===== src/rtl/ff_bank_pkg.sv =====
// rtl/ff_bank_pkg.sv - mode encodings and reset default for the multi-mode flop bank
package ff_bank_pkg;

  localparam logic [1:0] MODE_D  = 2'd0;
  localparam logic [1:0] MODE_T  = 2'd1;
  localparam logic [1:0] MODE_JK = 2'd2;
  localparam logic [1:0] MODE_SR = 2'd3;

  // Replicated per bit to build the default RESET_VAL at any WIDTH.
  localparam logic RESET_BIT_DEFAULT = 1'b0;

endpackage


===== src/rtl/ff_bank_next.sv =====
// rtl/ff_bank_next.sv - per-bit next-state and illegal-SR detect cell
module ff_bank_next
  import ff_bank_pkg::*;
(
  input  logic [1:0] mode,
  input  logic       q,
  input  logic       a,
  input  logic       b,
  output logic       q_next,
  output logic       illegal
);

  always_comb begin
    q_next  = q;
    illegal = 1'b0;
    unique case (mode)
      MODE_D:  q_next = a;
      MODE_T:  q_next = q ^ a;
      MODE_JK: begin
        unique case ({a, b})
          2'b00:   q_next = q;
          2'b01:   q_next = 1'b0;
          2'b10:   q_next = 1'b1;
          default: q_next = ~q;
        endcase
      end
      default: begin
        // S=R=1 keeps the stored value so q never goes unknown.
        unique case ({a, b})
          2'b00:   q_next = q;
          2'b01:   q_next = 1'b0;
          2'b10:   q_next = 1'b1;
          default: begin
            q_next  = q;
            illegal = 1'b1;
          end
        endcase
      end
    endcase
  end

endmodule


===== src/rtl/ff_bank.sv =====
// rtl/ff_bank.sv - WIDTH-bit D/T/JK/SR flop bank with sticky SR error and change pulse
module ff_bank
  import ff_bank_pkg::*;
#(
  parameter int                 WIDTH     = 8,
  parameter logic [WIDTH-1:0]   RESET_VAL = {WIDTH{RESET_BIT_DEFAULT}}
) (
  input  logic             clk,
  input  logic             rst,
  input  logic [1:0]       mode,
  input  logic             en,
  input  logic             clr,
  input  logic [WIDTH-1:0] a,
  input  logic [WIDTH-1:0] b,
  input  logic             err_clr,
  output logic [WIDTH-1:0] q,
  output logic [WIDTH-1:0] qb,
  output logic             err,
  output logic [WIDTH-1:0] err_mask,
  output logic             changed
);

  logic [WIDTH-1:0] q_q, q_d;
  logic             err_q, err_d;
  logic [WIDTH-1:0] err_mask_q, err_mask_d;
  logic             changed_q, changed_d;
  logic [WIDTH-1:0] cell_next;
  logic [WIDTH-1:0] cell_illegal;
  logic [WIDTH-1:0] illegal_vec;

  for (genvar i = 0; i < WIDTH; i++) begin : g_cell
    ff_bank_next u_next (
      .mode    (mode),
      .q       (q_q[i]),
      .a       (a[i]),
      .b       (b[i]),
      .q_next  (cell_next[i]),
      .illegal (cell_illegal[i])
    );
  end

  always_comb begin
    q_d = q_q;
    if (clr) begin
      q_d = '0;
    end else if (en) begin
      q_d = cell_next;
    end
  end

  assign illegal_vec = (en && !clr) ? cell_illegal : '0;

  // A fresh illegal combination wins over err_clr in the same cycle.
  always_comb begin
    err_d      = err_q;
    err_mask_d = err_mask_q;
    if (|illegal_vec) begin
      err_d      = 1'b1;
      err_mask_d = err_clr ? illegal_vec : (err_mask_q | illegal_vec);
    end else if (err_clr) begin
      err_d      = 1'b0;
      err_mask_d = '0;
    end
  end

  always_comb begin
    changed_d = (q_d != q_q);
  end

  always_ff @(posedge clk or negedge rst) begin
    if (!rst) begin
      q_q        <= RESET_VAL;
      err_q      <= 1'b0;
      err_mask_q <= '0;
      changed_q  <= 1'b0;
    end else begin
      q_q        <= q_d;
      err_q      <= err_d;
      err_mask_q <= err_mask_d;
      changed_q  <= changed_d;
    end
  end

  assign q        = q_q;
  assign qb       = ~q_q;
  assign err      = err_q;
  assign err_mask = err_mask_q;
  assign changed  = changed_q;

endmodule


===== config.mk =====
export PLATFORM = sky130hd
export DESIGN_NAME = ff_bank
export DESIGN_NICKNAME = d
export VERILOG_FILES = /design/src/rtl/ff_bank_pkg.sv /design/src/rtl/ff_bank_next.sv /design/src/rtl/ff_bank.sv
export SDC_FILE = /design/constraint.sdc
export NUM_CORES = 1
export LEC_CHECK = 0
export ABC_AREA = 1
export CAP_MARGIN = 20
export CORE_MARGIN = 4
export CORE_UTILIZATION = 48
export CTS_CLUSTER_SIZE = 40
export DETAILED_ROUTE_END_ITERATION = 6
export PLACE_DENSITY = 0.82
export SETUP_SLACK_MARGIN = 0.02
export SKIP_CTS_REPAIR_TIMING = 1
export SLEW_MARGIN = 40
export SYNTH_ARGS = -nofsm -noshare
export SYNTH_HDL_FRONTEND = slang
export SYNTH_SLANG_ARGS = --single-unit

===== constraint.sdc =====
create_clock -name clk -period 3.3 [get_ports clk]
set_clock_uncertainty 0.05 [all_clocks]
set_input_delay 0.495 -clock clk [delete_from_list [all_inputs] [get_ports clk]]
set_output_delay 0.495 -clock clk [all_outputs]
set_load 0.02 [all_outputs]

## Word-level counts from Yosys, hierarchy flattened

Index checks and enable logic that the tools add are counted.

- Register bits after elaboration: 18
- Bits in latches: 0
- Bits in writable memories: 0
- ROM bits: 0
- Input bits: 23
- Logic and storage cells: 111
- Memories: 0

- Add/sub/neg operators: 0
- Multipliers: 0
- Divide/modulo/power cells: 0
- $lt $le $gt $ge: 0
- Eq/ne operators: 19
- Shifts and indexed selects: 0
- Multiplexer cells: 48
- Bitwise logic cells: 18
- Reductions and logical operators: 22

Operators by type and width:

| kind | number |
|---|---|
| two-way mux 8 bit | 6 |
| case mux 1 bit (3 select lines) | 16 |
| OR reduction 3 bit | 9 |
| == test 2 x 1 -> 1 bit (second input constant) | 9 |
| == test 2 bit (second input constant) | 9 |
| zero test 2 bit | 9 |
| two-way mux 1 bit | 18 |
| case mux 1 bit (2 select lines) | 8 |
| != test 8 bit | 1 |
| NOT 1 bit | 8 |
| NOT 8 bit | 1 |
| bitwise OR 8 bit | 1 |
| OR reduction 8 bit | 1 |
| XOR 1 bit | 8 |
| nonzero test 2 bit | 1 |
| logical AND 1 bit | 1 |
| zero test 1 bit | 1 |

## Depth between registers and ports, before layout

- Depth after elaboration: 8
- Gate-level depth with buffers: 15

## Modules after synthesis

A second synthesis with hierarchy kept.

- Cell total of the unflattened synthesis: 289
- Area total of the unflattened synthesis: 1745.4 um2

Modules (own cells, without submodules):

| module | instances | cells an instance | area each (um2) | seq. area each (um2) |
|---|---|---|---|---|
| ff_bank | 1 | 129 | 954.7 | 450.4 |
| ff_bank_next | 8 | 20 | 98.8 | 0.0 |

## Least setup slack after synthesis

No wires, ideal clock.

- Path kind: input to register
- From: input b[0]
- To: register changed_q, in the netlist changed
- Library setup time: 0.119 ns
- Arrival: 1.501 ns
- Required time: 3.131 ns
- Slack: 1.630 ns
- Cell stages on the path: 14
- Cells stage by stage: inv_1 -> ha_1 -> inv_1 -> nand2_1 -> o21ai_0 -> inv_1 -> nand2_1 -> nand2_1 -> nand2_1 -> nand2_1 -> nand2_1 -> nand3_1 -> nor2_1 -> nand2_1

- Cells in the longest elaborated chain, start to end: 6
- Elaborated cells between the ends (all ways): 9
- Those cells by class: 3 x eq/ne; 5 x mux; 1 x reduce/logical

RTL lines:

| what | line | RTL |
|---|---|---|
| start, declared | ff_bank.sv:14 | `input logic [WIDTH-1:0] b,` |
| == test 2 bit, or another cell as far along | ff_bank_next.sv:20, ff_bank_next.sv:29 |  |
| case mux 1 bit (3 select lines) / case mux 1 bit (2 select lines) (equally long branches) | ff_bank_next.sv:20, ff_bank_next.sv:29 |  |
| case mux 1 bit (3 select lines) (*) | ff_bank_next.sv:16 | `unique case (mode)` |
| two-way mux 8 bit (*) | ff_bank.sv:46 | `end else if (en) begin` |
| two-way mux 8 bit (*) | ff_bank.sv:44 | `if (clr) begin` |
| != test 8 bit (*) | ff_bank.sv:67 | `changed_d = (q_d != q_q);` |
| named net changed_d | ff_bank.sv:26 | `logic changed_q, changed_d;` |
| end signal, assigned | ff_bank.sv:80 | `changed_q <= changed_d;` |
| end, declared | ff_bank.sv:26 |  |

The timed path passes the listed nets; every way through them passes the cells marked *.
A chain may end at the register's enable or synchronous reset.

## Worst setup path after layout

- From: input mode[1]
- To: register changed_q, in the netlist changed

- Cells in the longest elaborated chain, start to end: 5
- Elaborated cells between the ends (all ways): 14
- Those cells by class: 3 x eq/ne; 10 x mux; 1 x reduce/logical

RTL lines:

| what | line | RTL |
|---|---|---|
| start, declared | ff_bank.sv:10 | `input logic [1:0] mode,` |
| == test 2 bit, or another cell as far along | ff_bank_next.sv:16 |  |
| case mux 1 bit (3 select lines) | ff_bank_next.sv:16 |  |
| two-way mux 8 bit (*) | ff_bank.sv:46 |  |
| two-way mux 8 bit (*) | ff_bank.sv:44 |  |
| != test 8 bit (*) | ff_bank.sv:67 |  |
| named net changed_d | ff_bank.sv:26 |  |

Marked as above.

==> summary.md <==
| Metric | Value |
|---|---|
| Outcome | `completed` |
| Routed WL | `4.24 mm` |
| Gr ovfl total | `0` |
| Vias post-DR | `1836` |
| Leakage power total | `1.21 nW` |
| Critical Path RT | `3.39 ns` |
| H-tree Lvls | `1` |
| DR vias/cell | `5.09` |
| Register area share after synthesis | `25.5%` |
| Avg Synthesized Cell Area | `6.43 sq um` |
| HPWL Detailed | `3.36 mm` |
| RSZ-0062 raised after global routing | `false` |
| Placer congestion estimate | `0.886` |
| Final Critical Period | `2.38 ns` |
| Die Wd | `68.7 um` |
| CP max stage delay | `0.94 ns` |
| Syn Inst Count | `275` |
| Initial antenna violation count | `0` |
| Fill cell count | `308` |
| Die Area | `4720 sq um` |
| Root buf cell | `clkbuf_8` |
| Worst hold path type | `input port to async pin` |
| Buffers added on ports | `48` |
| CP max FO | `13` |
| Initial detailed-routing violation count | `120` |
| Seq cells post-synth | `18` |
| Synthesis Warnings | `0` |
| Mapped cell area | `1770 sq um` |
| Die span in y | `68.7 um` |
| # IOs | `49` |
| Fraction of layout cells with a size suffix above 1 | `6.67%` |
| Setup_tns | `0 ns` |
| Startpoint Class | `input port` |
| Setup Crit Path Kind | `input port to register` |
| First-pass GRT wire length | `6.98 mm` |
| Fmax achieved | `419 MHz` |
| Period utilization | `72.2%` |
| Area of the multi-input gates | `980 sq um` |
| Core area | `3440 sq um` |
| Slowest-stage cell, CP | `clkdlybuf4s50_1` |
| CP Capture Type | `register` |
| Worst VDD drop | `0.000231 V` |
| Fin nets | `355` |
| Std cell rows | `21` |
| Clock transition at the registers of the reported paths | `0.08 ns` |
| CP arrival | `2.48 ns` |
| Cts bufs inserted | `3` |
| Design Area, Final | `2250 sq um` |
| Final Max Slew Viols | `0` |
| Skew-Pair Late Insertion Delay | `0.26 ns` |
| DRC | `0` |
| Relative slew margins | `51.3%` |
| Initial Util | `51.4%` |
| Most common cell after layout, fill and taps aside | `nand2_1` |
| Most common cell on crit path | `nand2_1` |
| Vias in the first global route | `1650` |
| Clock Sinks | `18` |
| Routed len/inst | `11.8 um` |
| Total GRT Usage | `19.3%` |
| First-pass iteration count of the detailed router | `4` |
| Worst-margin pin slew | `0.729 ns` |
| Max-Cap Viols | `0` |
| Yosys cell types | `21` |
| Clock buffer depth | `2` |
| Largest net degree at the start of global routing | `19` |
| CTS tree | `built` |
| Final Hold Vio Count | `0` |
| Setup Viol. Count Final | `0` |
| Worst path cell trace | `clkdlybuf4s50_1 -> buf_4 -> nand3_1 -> nand2_1 -> nand2_1 -> nand2_1 -> nand2_1 -> nand3_1 -> nand2_1 -> nor2_1 -> nand2_1 -> nor2_1 -> nand2_1` |
| Pwr dens | `304 nW/um^2` |
| Placed cell area | `2200 sq um` |
| Total area of sequential cells | `450 sq um` |
| Synthesized netlist net count | `314` |
| Post-route ant nets | `0` |
| Area grow syn2layout | `27.3%` |
| Most frequent cells in the layout | `nand2_1, inv_1, clkdlybuf4s50_1, nand3_1, dfrtp_1` |
| Antenna cells | `0` |
[layout make-up]
cell class	count	area share, %
timing repair buffer	51	22.1
multi-input combinational	187	43.5
sequential	18	20.0
clock buffer	4	2.44
tap	46	2.56
inverter	55	9.39
[per-layer routing]
metal	vias up	wire, um	global-route usage [%]
li1	924	-	-
met1	840	1970	25.4
met2	64	1900	31.2
met3	8	271	3.73
met4	0	104	6.81
met5	-	0	0
[per-stage QoR]
stage	hold WS [ns]	worst slack (ns)	utilization [%]	total power, W	cells
global route	0.138	0.685	65.4	0.000731	361
floorplan	0.149	1.63	-	0.000409	275
detailed placement	0.468	0.671	64.0	0.000502	357
CTS	0.479	0.935	65.6	0.000688	361
finish	0.107	0.916	65.4	0.000685	361
global placement	0.462	0.730	64.0	0.000498	357
[state kept, by name, summed over array words and instances, names as in the netlist]
name / count
changed: 1
err: 1
err_mask: 8
q: 8
[Yosys cell counts (all sizes together)]
| cell | n | share of area, % |
|---|---|---|
| buf | 14 | 7.0 |
| a21oi | 8 | 2.9 |
| nor2 | 16 | 4.1 |
| ha | 16 | 11 |
| dfrtp | 18 | 25 |
| o21ai | 14 | 4.0 |
| clkbuf | 1 | 0.21 |
| nand2 | 86 | 20 |
| nand4 | 3 | 1.1 |
| nand3 | 44 | 12 |
| inv | 55 | 12 |
[logic make-up after synthesis]
kind of cell    Yosys count  share of synthesized area, %
simple gates            149                          37.2
buf+inv                  70                          19.2
compound gates           22                          6.86
flops                    18                          25.5
fa+ha+maj                16                          11.3
[critical path: cells and delay by family]
kind,cells,cell delay [ns]
simple gates,11,0.77
buf+inv,2,1.20
[worst paths after layout]
check                           slack [ns]  depth (start not counted)    start          end
worst max-delay path                  0.92                         13  mode[1]      changed
worst min-delay path                  0.11                          1      rst  err_mask[5]
worst max register to register        1.69                         10     q[6]      changed
worst min register to register        0.48                          2      err          err
max in group asynchronous             2.79                          1      rst      changed
min in group clk                      0.48                          2      err          err
[report_power, final]
group	switching [W]	total, W	internal, W
clock	0.0000806	0.000187	0.000106
sequential	0.0000120	0.000245	0.000233
combinational	0.000145	0.000253	0.000108
total	0.000237	0.000685	0.000448
Note: power is estimated with default switching activity, not from simulation.
